### config.mk
export PLATFORM = sky130hd
export DESIGN_NAME = arbitro_rr_onehot
export DESIGN_NICKNAME = d
export VERILOG_FILES = /design/src/rtl/arbitro_pkg.sv /design/src/rtl/arbitro_rr_onehot_seletor_rr.sv /design/src/rtl/arbitro_rr_onehot.sv
export SDC_FILE = /design/constraint.sdc
export NUM_CORES = 1
export LEC_CHECK = 0
export CAP_MARGIN = 20
export CORE_ASPECT_RATIO = 1.2
export CORE_MARGIN = 2
export CORE_UTILIZATION = 30
export DETAILED_ROUTE_END_ITERATION = 16
export GPL_TIMING_DRIVEN = 0
export PLACE_DENSITY = 0.62
export REMOVE_ABC_BUFFERS = 1
export SYNTH_ARGS = -nofsm -noshare
export SYNTH_HDL_FRONTEND = slang
export SYNTH_SLANG_ARGS = --single-unit
### constraint.sdc
create_clock -name clk -period 5.01 [get_ports clk]
set_clock_uncertainty 0.05 [all_clocks]
set_input_delay 1.002 -clock clk [delete_from_list [all_inputs] [get_ports clk]]
set_output_delay 1.002 -clock clk [all_outputs]
set_load 0.02 [all_outputs]
### src/rtl/arbitro_pkg.sv
// Shared types and helpers for the round-robin one-hot arbiter.
package arbitro_pkg;

    typedef enum logic {
        OCIOSO    = 1'b0,
        CONCEDIDO = 1'b1
    } estado_t;

    function automatic int unsigned num_req(input int unsigned num_bits);
        return 32'(1) << num_bits;
    endfunction

endpackage

### src/rtl/arbitro_rr_onehot_seletor_rr.sv
// Combinational round-robin selector: first set request at or above ponteiro, wrapping.
module seletor_rr
    import arbitro_pkg::*;
#(
    parameter int unsigned NUM_BITS = 4
) (
    input  logic [num_req(NUM_BITS)-1:0] req,
    input  logic [NUM_BITS-1:0]          ponteiro,
    output logic [NUM_BITS-1:0]          indice,
    output logic                         encontrado
);

    localparam int unsigned N = num_req(NUM_BITS);

    logic [2*N-1:0]      req_duplo;
    logic [2*N-1:0]      req_deslocado;
    logic [N-1:0]        req_rodado;
    logic [NUM_BITS-1:0] posicao;

    // Doubling the vector turns the rotate-right into a plain shift.
    assign req_duplo     = {req, req};
    assign req_deslocado = req_duplo >> ponteiro;
    assign req_rodado    = req_deslocado[N-1:0];

    always_comb begin
        posicao = '0;
        for (int i = N - 1; i >= 0; i--) begin
            if (req_rodado[i]) begin
                posicao = NUM_BITS'(i);
            end
        end
    end

    assign indice     = posicao + ponteiro;
    assign encontrado = |req;

endmodule

### src/rtl/arbitro_rr_onehot.sv
// Round-robin arbiter with hold-until-release grant, timeout and binary/one-hot grant outputs.
module arbitro_rr_onehot
    import arbitro_pkg::*;
#(
    parameter int unsigned NUM_BITS  = 4,
    parameter int unsigned MAX_POSSE = 8
) (
    input  logic                         clk,
    input  logic                         rst,
    input  logic [num_req(NUM_BITS)-1:0] req,
    input  logic                         liberar,
    output logic                         grant_valido,
    output logic [NUM_BITS-1:0]          grant_indice,
    output logic [num_req(NUM_BITS)-1:0] grant_vetor,
    output logic                         timeout_pulso
);

    localparam int unsigned N      = num_req(NUM_BITS);
    localparam int unsigned CW     = (MAX_POSSE == 0) ? 1 : $clog2(MAX_POSSE + 1);
    localparam int unsigned LIMITE = (MAX_POSSE == 0) ? 0 : MAX_POSSE - 1;

    estado_t             estado, estado_n;
    logic [NUM_BITS-1:0] ponteiro, ponteiro_n;
    logic [NUM_BITS-1:0] indice_n;
    logic [CW-1:0]       contador, contador_n;
    logic                timeout_n;

    logic [NUM_BITS-1:0] sel_indice;
    logic                sel_encontrado;
    logic                req_ativo;
    logic                fim_posse;

    seletor_rr #(
        .NUM_BITS(NUM_BITS)
    ) u_seletor (
        .req       (req),
        .ponteiro  (ponteiro),
        .indice    (sel_indice),
        .encontrado(sel_encontrado)
    );

    assign req_ativo = req[grant_indice];
    assign fim_posse = (MAX_POSSE != 0) && (contador == CW'(LIMITE));

    // State register
    always_ff @(posedge clk) begin
        if (rst) begin
            estado        <= OCIOSO;
            ponteiro      <= '0;
            grant_indice  <= '0;
            contador      <= '0;
            timeout_pulso <= 1'b0;
        end else begin
            estado        <= estado_n;
            ponteiro      <= ponteiro_n;
            grant_indice  <= indice_n;
            contador      <= contador_n;
            timeout_pulso <= timeout_n;
        end
    end

    // Next-state logic
    always_comb begin
        estado_n   = estado;
        ponteiro_n = ponteiro;
        indice_n   = grant_indice;
        contador_n = contador;
        timeout_n  = 1'b0;

        case (estado)
            OCIOSO: begin
                if (sel_encontrado) begin
                    indice_n   = sel_indice;
                    contador_n = '0;
                    estado_n   = CONCEDIDO;
                end
            end
            CONCEDIDO: begin
                if (contador != '1) begin
                    contador_n = contador + CW'(1);
                end
                if (liberar || !req_ativo || fim_posse) begin
                    estado_n   = OCIOSO;
                    ponteiro_n = grant_indice + NUM_BITS'(1);
                    // Pulse only when nothing but the timeout ended the grant.
                    timeout_n  = !liberar && req_ativo;
                end
            end
            default: estado_n = OCIOSO;
        endcase
    end

    assign grant_valido = (estado == CONCEDIDO);
    assign grant_vetor  = grant_valido ? (N'(1) << grant_indice) : '0;

endmodule

# [Yosys cells after proc, flatten, opt, wreduce, memory -nomap -nowiden]
# Cells that the tools add are included.
[totals] register_bits=14 latchBits=0 ramBits=0 romBits=0 output_inout_bits=22 word_cells=52 mem_count=0
[op_classes] addsub=3 multipliers=0 div_mod_pow=0 magnitude_cmp=1 eq_ne=4 shift=2 mux=25 n_bitwise=2 reduce_logical=10
[ops] cell="4-bit two-way mux" n=18
[ops] cell="32-bit by 4-bit >> shifter with 16-bit output" n=1
[ops] cell="16-bit two-way mux" n=1
[ops] cell="16-bit OR reduction" n=1
[ops] cell="1-bit by 4-bit left shift with 16-bit output (first input constant)" n=1
[ops] cell="4-bit by 1-bit adder with 4-bit output (second input constant)" n=2
[ops] cell="4-bit case mux with 2 select lines" n=1
[ops] cell="2-bit AND reduction" n=3
[ops] cell="4-bit by 5-bit < comparator with 1-bit output (second input constant)" n=1
[ops] cell="4-bit adder" n=1
[ops] cell="1-bit binary-select mux with 4-bit select" n=1
[ops] cell="4-bit by 3-bit == test with 1-bit output (second input constant)" n=1
[ops] cell="4-bit inequality test (second input constant)" n=1
[ops] cell="1-bit two-way mux" n=3
[ops] cell="3-bit OR reduction" n=1
[ops] cell="1-bit logical NOT" n=2
[ops] cell="1-bit logical OR" n=2
[ops] cell="2-bit by 1-bit inequality test with 1-bit output (second input constant)" n=1
[ops] cell="2-bit inequality test (second input constant)" n=1
[ops] cell="1-bit NOT" n=2
[ops] cell="1-bit case mux with 2 select lines" n=1
[ops] cell="1-bit logical AND" n=1

# [Logic depth before layout (Yosys ltp)]
# Gate-level depths: netlist (run 1).
[depth] word_depth=18 depth_mapped=15 depth_no_buf=13

# [Cells and area by module]
# From an unflattened synthesis (run 1), not the netlist that was laid out.
[unflattened] cells_unflattened=223 area_unflattened_um2=2189.6
[by_module_without_submodules] module="seletor_rr" n_inst=1 cells_each=99 area_per_inst_um2=1184.9
[by_module_without_submodules] module="arbitro_rr_onehot" n_inst=1 cells_each=124 area_per_inst_um2=1004.7

# [Worst setup path before layout (run 1)]
# OpenSTA, ideal clock, no wires.
[synth_timing] path_type="input to register" start="in req[14]" end="reg grant_indice[3]" setup_time_ns=0.062 t_arrival_ns=3.679 slack_ns=1.219 cell_stages=12 cell_sequence="mux4_1 -> mux2_2 -> o32ai_1 -> o221ai_1 -> a21oi_1 -> ha_1 -> a21o_1 -> a21oi_1 -> xor2_1 -> nor3b_1 -> o2111ai_1 -> nand3_1"
[synth_between] elab_chain_len=18 elab_cells_between_ends=20 classes_between="add/sub: 1; shift: 1; mux: 16; reduce/logical: 2"
[synth_lines] element="from (decl)" line="arbitro_rr_onehot.sv:10" text="input logic [num_req(NUM_BITS)-1:0] req,"
[synth_lines] element="32-bit by 4-bit >> shifter with 16-bit output" line="arbitro_rr_onehot_seletor_rr.sv:22" text="assign req_deslocado = req_duplo >> ponteiro;"
[synth_lines] element="4-bit two-way mux (16 in a row)" line="arbitro_rr_onehot_seletor_rr.sv:28" text="if (req_rodado[i]) begin"
[synth_lines] element="4-bit adder" line="arbitro_rr_onehot_seletor_rr.sv:34" text="assign indice = posicao + ponteiro;"
[synth_lines] element="to (signal assigned)" line="arbitro_rr_onehot.sv:56" text="grant_indice <= indice_n;"
[synth_lines] element="to (decl)" line="arbitro_rr_onehot.sv:13" text="output logic [NUM_BITS-1:0] grant_indice,"
# Several ways; a longest one is shown, not always the timed one.
# A chain may end at the register's enable or synchronous reset.

# [Worst setup path after layout (run 1)]
# Ends and elaborated chain as after synthesis.

==> key figures, run 1 <==
Clock network
  – TritonCTS clock tree: built
  – Cts hold-fix bufs: 0
  – Worst-path clk slew: 0.05 ns
  – CTS resizes: 0
  – Total CTS buffers: 3
  – Worst-Skew Late Latency: 0.24 ns
  – Htree depth: 1
  – Setup bufs post-CTS: 0
  – Root Driver: clkbuf_8
  – Clock Tree Buf Depth: 2
  – Sink Count: 14

Global routing
  – Global-route wire length before repair: 9520 um
  – Global route overflow: 0
  – Vias in the first global route: 2013
  – Gr usage total: 14.6%
  – Initial antenna violation count: 0
  – Largest net degree at the start of global routing: 23

Floorplan
  – FP Rows: 34
  – Initial Utilization: 30.4%
  – Die ar.: 0.00794 mm2
  – Top-Level Pins: 41
  – CORE AREA: 0.00715 mm2
  – Die W: 81.7 um
  – Die H: 97.2 um

Drt
  – Drt pass-1 iters: 4
  – Total wire length: 5570 um
  – # DRC: 0
  – DR WL/cell: 16.0 um
  – Iter 0 DRT Violations: 77
  – DR vias/cell: 5.73
  – Number of routed nets with antenna violations: 0
  – Vias: 1987

Placed design
  – Placed cells: 343
  – DP Worst Slack: 0.206 ns
  – RePlAce Congestion: 0.888
  – Dpl hpwl: 4230 um
  – IO Port Bufs: 40

Setup path
  – Worst Path Required: 5.14 ns
  – Crit-path cells: clkdlybuf4s50_1 -> mux4_1 -> mux2_2 -> o32ai_1 -> o221ai_1 -> a21oi_1 -> ha_1 -> a21o_1 -> a21oi_1 -> xor2_1 -> nor3b_1 -> o2111ai_1 -> nand3_1
  – Kind of critical path: input port to flip-flop
  – Max stage delay on crit path: 0.63 ns
  – Worst setup startpoint: req[14]
  – Crit Path Max Fanout: 7
  – Critical Path Sink Type: flip-flop
  – Most used cell, CP: a21oi_1
  – CP Launch Type: input port
  – Slowest CP cell: mux4_1
  – R2R Path Start: ponteiro[3]
  – Crit path DAT: 4.71 ns

Cells and area
  – Most frequent cells in the layout: clkdlybuf4s50_1 (40), nor2_1 (25), mux2i_1 (23)
  – Layout cells sized above 1: 10.5%
  – Nets: 289
  – Leading cell type in the layout, fill and taps excluded: clkdlybuf4s50_1
  – # fillers: 732
  – Layout area overhead: 22.8%
  – N_diodes: 0
  – Final instance count without filler cells: 347

Synth
  – Seq/Total Area, Yosys: 12.9%
  – Post-Syn Area: 0.00217 mm2
  – Post-synth EDFFs: 0
  – Post-synthesis async set-or-reset flop share: 0%
  – Top post-synthesis cells by area: mux4_1 (15%), dfxtp_1 (13%), mux2i_1 (11%), mux4_2 (9.3%), ha_1 (5.8%)
  – Netlist cell types: 54
  – Main synth FF type: dfxtp_1
  – YS warnings: 0
  – Largest area contributor in the netlist: mux4_1
  – Synth top area share: 14.5%
  – Synthesized flop and latch total: 14
  – Syn_area_per_cell: 9.49 um2
  – Mapped Cells: 229

STA
  – Fin. max-slew vios: 0
  – Setup_tns: 0 ns
  – Minimum clock period: 4.58 ns
  – Final Hold Viols: 0
  – Setup violators final: 0
  – Slew at the pin closest to its max-slew limit: 0.860 ns
  – Slew margin rel.: 42.6%
  – Unrepaired setup endpoints after global routing: false
  – Fin crit share: 91.5%
  – Max frequency: 218 MHz
  – Final WS setup: 0.428 ns

Worst hold path
  – Worst hold path startpoint: contador[0]
  – HP Class: flip-flop to flip-flop

Outcome
  – Status: finished, final reports clean

Power and ir drop
  – Worst vdd ir: 0.169 mV
  – Leakage: 0.000969 uW
  – Power Dens Cells: 375 mW/mm2

Flow run
  – Max_cap viols: 0
==> report_power, final <==
part | switching, uW | internal (uW) | leakage, uW | total (uW)
Sequential | 87.3 | 134 | 0.000115 | 221
Clock | 35.2 | 53.0 | 0.0000216 | 88.2
Combinational | 340 | 350 | 0.000833 | 690
Total | 463 | 537 | 0.000969 | 1000
==> cells by family after synthesis <==
family | Yosys count | synth area share, %
DFF | 14 | 12.9
buffers and inverters | 22 | 5.01
muxes | 54 | 39.6
and+or+nand+nor | 81 | 18.7
adders and majority gates | 11 | 6.68
xor gates and xnor gates | 4 | 1.61
AOI/OAI and AO/OA | 43 | 15.4
==> per-layer routing <==
| layer | part of all wire, % | global-route usage [%] | vias up |
|---|---|---|---|
| met5 | 0 | 0 | - |
| met4 | 1.7 | 3.85 | 0 |
| met3 | 4.5 | 1.39 | 8 |
| met2 | 49 | 24.6 | 64 |
| met1 | 45 | 19.8 | 959 |
| li1 | - | - | 956 |
==> worst max-delay path: cells and delay by family <==
family	cells	cell delay (ns)
compound gates	6	1.46
mux	2	0.92
buf+inv	1	0.53
simple gates	2	0.31
fa+ha+maj	1	0.28
xor+xnor	1	0.20
==> final cells by class <==
type | count | area, um2 | share of cell area [%]
Multi-Input combinational cell | 193 | 1780 | 66.8
Timing Repair Buffer | 41 | 428 | 16.0
Sequential cell | 14 | 280 | 10.5
Tap cell | 90 | 113 | 4.22
Clock buffer | 3 | 41.3 | 1.55
Inverter | 6 | 22.5 | 0.844
==> path summary, 6_finish.rpt <==
path	cells after the start	to	slack, ns
setup / recovery	13	grant_indice[3]	0.43
hold / removal	2	contador[0]	0.45
setup reg to reg	12	grant_indice[3]	0.74
hold reg to reg	2	contador[0]	0.45
==> synth_stat cells (2+ instances only) <==
cell type / instances
and3_1: 3
nand4_1: 3
nor3b_1: 5
xor2_1: 3
mux2_2: 10
a21oi_1: 9
clkinv_1: 2
o2111ai_1: 2
and2_1: 2
nand2_1: 15
mux2i_1: 23
nand2b_1: 6
o21a_1: 4
a211oi_1: 7
nor2_1: 25
or3_1: 2
a21o_1: 3
buf_1: 2
buf_2: 2
clkbuf_1: 10
nor4_1: 4
nor3_1: 6
ha_1: 10
dfxtp_1: 14
o211ai_1: 2
mux4_2: 9
nand3_1: 5
inv_1: 4
mux4_1: 12
==> flip-flops by register name (all words and copies together) (netlist names) <==
| register | cells |
|---|---|
| contador | 4 |
| grant_indice | 4 |
| grant_valido | 1 |
| ponteiro | 4 |
| timeout_pulso | 1 |
==> through the flow <==
step           utilization, %  hold WS, ns  cell area [um2]  total power [uW]
2_1_floorplan               -        0.409             2090               701
3_3_place_gp             36.4        0.434             2600               891
3_5_place_dp             36.4        0.443             2600               891
6_report                 37.3        0.452             2670              1000
4_1_cts                  36.9        0.450             2640               989
5_1_grt                  37.3        0.500             2670              1090
Note: power is estimated with default switching activity, not from simulation.
==> run 2: changes to the inputs <==
- CORE_UTILIZATION: 30 -> 53
- PLACE_DENSITY: 0.62 -> 0.92
==> key figures, run 2 (synthesis results as in run 1) <==
Outcome
  – Status: finished, final reports clean

Floorplan
  – Die H: 74.1 um (-24%)
  – Die W: 62.4 um (-24%)
  – Initial Utilization: 55.1% (+25 points)
  – Top-Level Pins: 41 (unchanged)
  – CORE AREA: 0.00394 mm2 (-45%)
  – FP Rows: 25 (-26%)
  – Die ar.: 0.00463 mm2 (-42%)

Placed design
  – IO Port Bufs: 40 (unchanged)
  – RePlAce Congestion: 0.913 (+2.8%)
  – Dpl hpwl: 4550 um (+7.6%)
  – Placed cells: 307 (-10%)

Cells and area
  – Final instance count without filler cells: 312 (-10%)
  – Biggest regs: contador (4), grant_indice (4), ponteiro (4)
  – Layout cells sized above 1: 10.9% (+0.35 points)
  – Leading cell type in the layout, fill and taps excluded: clkdlybuf4s50_1
  – Most frequent cells in the layout: clkdlybuf4s50_1 (40), nor2_1 (25), mux2i_1 (23)
  – Nets: 289 (unchanged)
  – N_diodes: 0 (unchanged)
  – Seq. cell area: 280 um2 (unchanged)
  – # fillers: 312 (-57%)
  – Footprint of the multi-input gates: 0.00178 mm2 (unchanged)
  – Layout area overhead: 21.4%

Global routing
  – Vias in the first global route: 2027 (+0.70%)
  – Initial antenna violation count: 0 (unchanged)
  – Gr usage total: 26.5% (+12 points)
  – Global-route wire length before repair: 9850 um (+3.5%)
  – Largest net degree at the start of global routing: 23 (unchanged)
  – Global route overflow: 0 (unchanged)

Setup path
  – Crit path DAT: 4.85 ns (+0.14 ns)
  – Worst Path Required: 5.14 ns (about the same)
  – CP Launch Type: input port
  – Critical Path Sink Type: flip-flop
  – Crit-path cells: clkdlybuf4s50_1 -> mux4_1 -> mux2_2 -> o32ai_1 -> o221ai_1 -> a21oi_1 -> ha_1 -> a21o_1 -> a21oi_1 -> xor2_1 -> nor3b_1 -> o2111ai_1 -> nand3_1
  – Crit Path Max Fanout: 7 (unchanged)
  – Most used cell, CP: a21oi_1
  – Slowest CP cell: mux4_1
  – Max stage delay on crit path: 0.68 ns (+0.05 ns)
  – Kind of critical path: input port to flip-flop

Clock network
  – Sink Count: 14 (unchanged)
  – Htree depth: 1 (unchanged)
  – Root Driver: clkbuf_8
  – Setup bufs post-CTS: 0 (unchanged)
  – Clock Tree Buf Depth: 2 (unchanged)
  – Total CTS buffers: 3 (unchanged)
  – TritonCTS clock tree: built
  – Worst-Skew Late Latency: 0.24 ns (about the same)
  – Worst-path clk slew: 0.06 ns (about the same)
  – CTS resizes: 0 (unchanged)
  – Cts hold-fix bufs: 0 (unchanged)

Drt
  – DR vias/cell: 6.66 (+16%)
  – Number of routed nets with antenna violations: 0 (unchanged)
  – Iter 0 DRT Violations: 186 (+140%)
  – Drt pass-1 iters: 4 (unchanged)
  – DR WL/cell: 20.4 um (+27%)
  – Total wire length: 6370 um (+14%)
  – # DRC: 0 (unchanged)
  – Vias: 2079 (+4.6%)

STA
  – Final Hold Viols: 0 (unchanged)
  – Fin. max-slew vios: 0 (unchanged)
  – Fin crit share: 94.1% (+2.6 points)
  – Slew at the pin closest to its max-slew limit: 0.860 ns (-0.000178 ns)
  – Minimum clock period: 4.71 ns (+0.132 ns)
  – Unrepaired setup endpoints after global routing: false
  – Slew margin rel.: 42.6% (about the same)
  – Setup_tns: 0 ns (unchanged)
  – Setup violators final: 0 (unchanged)
  – Max frequency: 212 MHz (-2.8%)

Flow run
  – Max_cap viols: 0 (unchanged)

Power and ir drop
  – Worst vdd ir: 0.305 mV (+80%)
  – Leakage: 0.000976 uW (+0.74%)
  – Power Dens Cells: 397 mW/mm2 (+6.0%)

Worst hold path
  – HP Class: flip-flop to flip-flop
-- run 2: final timing paths --
path                     from               to  slack (ns)  cells after the start
setup / recovery      req[14]  grant_indice[3]        0.30                     13
hold / removal    contador[1]      contador[1]        0.46                      2
setup reg to reg  ponteiro[3]  grant_indice[3]        0.68                     12
hold reg to reg   contador[1]      contador[1]        0.46                      2
-- run 2: worst max-delay path, delay by kind of cell --
kind                       cells  cell delay [ns]
AOI/OAI and AO/OA              6             1.46
xor gates and xnor gates       1             0.21
and+or+nand+nor                2             0.31
adders and majority gates      1             0.29
muxes                          2             0.98
buffers and inverters          1             0.58
-- run 2: routing by layer --
metal	GRT usage (%)	wire length [um]	up-vias
li1	-	-	964
met1	31.7	2570	1002
met2	51.6	3340	101
met3	1.66	334	12
met4	7.90	121	0
met5	0	0	-
-- run 2: final cells by class --
| class | count | area share (%) |
|---|---|---|
| well taps | 54 | 2.56 |
| flip-flops and latches | 14 | 10.6 |
| inverters | 6 | 0.854 |
| multi-input cells | 193 | 67.6 |
| clock buffers | 4 | 2.09 |
| repair buffers | 41 | 16.2 |
-- run 2: per-stage QoR --
stage	power, uW	hold slack (ns)	setup slack, ns	cell area [um2]	utilization, %
after floorplan	701	0.409	1.22	2090	-
after global placement	866	0.432	0.323	2550	64.8
after detailed placement	896	0.445	0.154	2550	64.8
after CTS	1020	0.452	0.381	2610	66.2
after global routing	1110	0.481	0.106	2640	66.9
final	1050	0.459	0.295	2640	66.9
-- run 2: where the power goes --
group,total (uW),switching (uW),internal [uW]
Clock,110,40.3,69.5
Combinational,715,361,355
Sequential,222,88.1,134
Total,1050,489,558
==> run 3: changes to the inputs <==
- CORE_MARGIN: 2 -> 3
==> key figures, run 3 (synthesis results as in run 1) <==
STA
  – Unrepaired setup endpoints after global routing: false
  – Fin. max-slew vios: 0 (unchanged)
  – Slew margin rel.: 40.8% (-1.8 points)
  – Fin crit share: 90.2% (-3.9 points)
  – Setup_tns: 0 ns (unchanged)
  – Final Hold Viols: 0 (unchanged)
  – Max frequency: 221 MHz (+4.3%)
  – Minimum clock period: 4.52 ns (-0.196 ns)
  – Slew at the pin closest to its max-slew limit: 0.887 ns (+0.0271 ns)
  – Setup violators final: 0 (unchanged)

Worst hold path
  – HP Class: flip-flop to flip-flop
  – Hold worst-path end: contador[1]
  – Worst hold path startpoint: contador[1]
  – Hold depth: 2 (unchanged)

Global routing
  – Global route overflow: 0 (unchanged)
  – Gr usage total: 25.7% (-0.75 points)
  – Largest net degree at the start of global routing: 23 (unchanged)
  – Initial antenna violation count: 0 (unchanged)
  – Global-route wire length before repair: 10400 um (+5.1%)
  – Vias in the first global route: 2154 (+6.3%)

Cells and area
  – Seq. cell area: 280 um2 (unchanged)
  – N_diodes: 0 (unchanged)
  – Final instance count without filler cells: 310 (-0.64%)
  – Leading cell type in the layout, fill and taps excluded: clkdlybuf4s50_1
  – Most frequent cells in the layout: clkdlybuf4s50_1 (40), nor2_1 (25), mux2i_1 (23)
  – Layout area overhead: 21.3% (about the same)
  – # fillers: 285 (-8.7%)
  – Layout cells sized above 1: 10.9% (unchanged)
  – Biggest regs: contador (4), grant_indice (4), ponteiro (4)
  – Nets: 289 (unchanged)
  – Footprint of the multi-input gates: 0.00178 mm2 (unchanged)

Power and ir drop
  – Leakage: 0.000976 uW (unchanged)
  – Sw Share: 46.4% (-0.30 points)
  – Worst vdd ir: 0.290 mV (-4.7%)
  – Pint: 556 uW (-0.30%)
  – Power Dens Cells: 394 mW/mm2 (-0.77%)
  – Clk pwr share: 10.6% (about the same)
  – Switching pwr: 482 uW (-1.5%)
  – Sequential share of power: 21.4% (+0.2 points)
  – Combinational group share of total power: 68.0% (-0.3 points)

Floorplan
  – Die H: 76.1 um (+2.7%)
  – Die ar.: 0.00491 mm2 (+6.0%)
  – Die W: 64.4 um (+3.2%)
  – Initial Utilization: 57.4% (+2.3 points)
  – Top-Level Pins: 41 (unchanged)
  – FP Rows: 24 (-4.0%)
  – CORE AREA: 0.00378 mm2 (-4.0%)

Placed design
  – Dpl hpwl: 4420 um (-2.9%)
  – Placed cells: 305 (-0.65%)
  – IO Port Bufs: 40 (unchanged)
  – RePlAce Congestion: 0.861 (-5.7%)

Clock network
  – Worst-path clk slew: 0.06 ns (about the same)
  – Clock Tree Buf Depth: 2 (unchanged)
  – Setup bufs post-CTS: 0 (unchanged)
  – Htree depth: 1 (unchanged)
  – TritonCTS clock tree: built
  – Root Driver: clkbuf_8
  – Worst-Skew Late Latency: 0.24 ns (about the same)
  – Total CTS buffers: 3 (unchanged)
  – Cts hold-fix bufs: 0 (unchanged)
  – Sink Count: 14 (unchanged)
  – CTS resizes: 0 (unchanged)

Drt
  – Total wire length: 6200 um (-2.7%)
  – DR vias/cell: 6.72 (+0.79%)
  – DR WL/cell: 20.0 um (-2.1%)
  – Drt pass-1 iters: 4 (unchanged)
  – # DRC: 0 (unchanged)
  – Number of routed nets with antenna violations: 0 (unchanged)
  – Iter 0 DRT Violations: 187 (+0.54%)
  – Vias: 2082 (+0.14%)

Setup path
  – R2R Setup Slk: 0.77 ns (+0.09 ns)
  – CP Launch Type: input port
  – Crit Path Max Fanout: 7 (unchanged)
  – Worst Path Required: 5.15 ns (about the same)
  – RR Endpoint: grant_indice[3]
  – Kind of critical path: input port to flip-flop
  – Crit path DAT: 4.66 ns (-0.19 ns)
  – R2R Path Start: ponteiro[3]
  – Reg2reg path depth: 12 (unchanged)
  – Critical Path Sink Type: flip-flop

Flow run
  – Max_cap viols: 0 (unchanged)

Outcome
  – Status: finished, final reports clean
## run 3: cell counts in the layout (fill, tap and decap cells not counted)
Identical to the previous run, type by type.
## run 3: layout make-up
class / instances / share of cell area, %
tap: 52 / 2.47
multi-input combinational: 193 / 67.7
timing repair buffer: 41 / 16.2
sequential: 14 / 10.6
clock buffer: 4 / 2.09
inverter: 6 / 0.855
## run 3: worst max path at each step
stage,from,to,slack (ns),depth (start not counted)
after floorplan,req[14],grant_indice[3],1.22,12
after global placement,req[8],grant_indice[3],0.35,13
after detailed placement,req[14],grant_indice[3],0.28,13
after CTS,req[6],grant_indice[3],0.51,13
after global routing,req[8],grant_indice[3],0.15,13
final,req[8],grant_indice[3],0.49,13
## run 3: power groups by stage
stage | Sequential (uW) | Clock, uW | Combinational (uW)
after global routing | 230 | 114 | 764
after detailed placement | 232 | 0 | 659
after floorplan | 224 | 0 | 477
final | 222 | 110 | 706
after CTS | 231 | 110 | 666
after global placement | 229 | 0 | 638
## run 3: critical path, cell delays in order
cell and delay [ns]:
clkdlybuf4s50_1 0.53, mux4_1 0.63, mux2_2 0.30, o32ai_1 0.44
o221ai_1 0.22, a21oi_1 0.26, ha_1 0.29, a21o_1 0.16
a21oi_1 0.18, xor2_1 0.19, nor3b_1 0.23, o2111ai_1 0.14
nand3_1 0.08
## run 3: through the flow
stage                     worst slack, ns  instance area [um2]  power (uW)  utilization [%]  hold WS (ns)
after floorplan                      1.22                 2090         701                -         0.409
after global placement              0.347                 2550         867             67.4         0.432
after detailed placement            0.275                 2550         892             67.4         0.443
after CTS                           0.508                 2610        1010             68.9         0.457
after global routing                0.147                 2630        1110             69.6         0.495
final                               0.491                 2630        1040             69.6         0.455
## run 3: metal layers
metal  track usage (%)  vias up  share of wire [%]
met1              31.7      991                 41
met3              3.24       18                6.2
met4              10.8        0                3.1
met5                 0        -                  0
li1                  -      963                  -
met2              44.5      110                 50
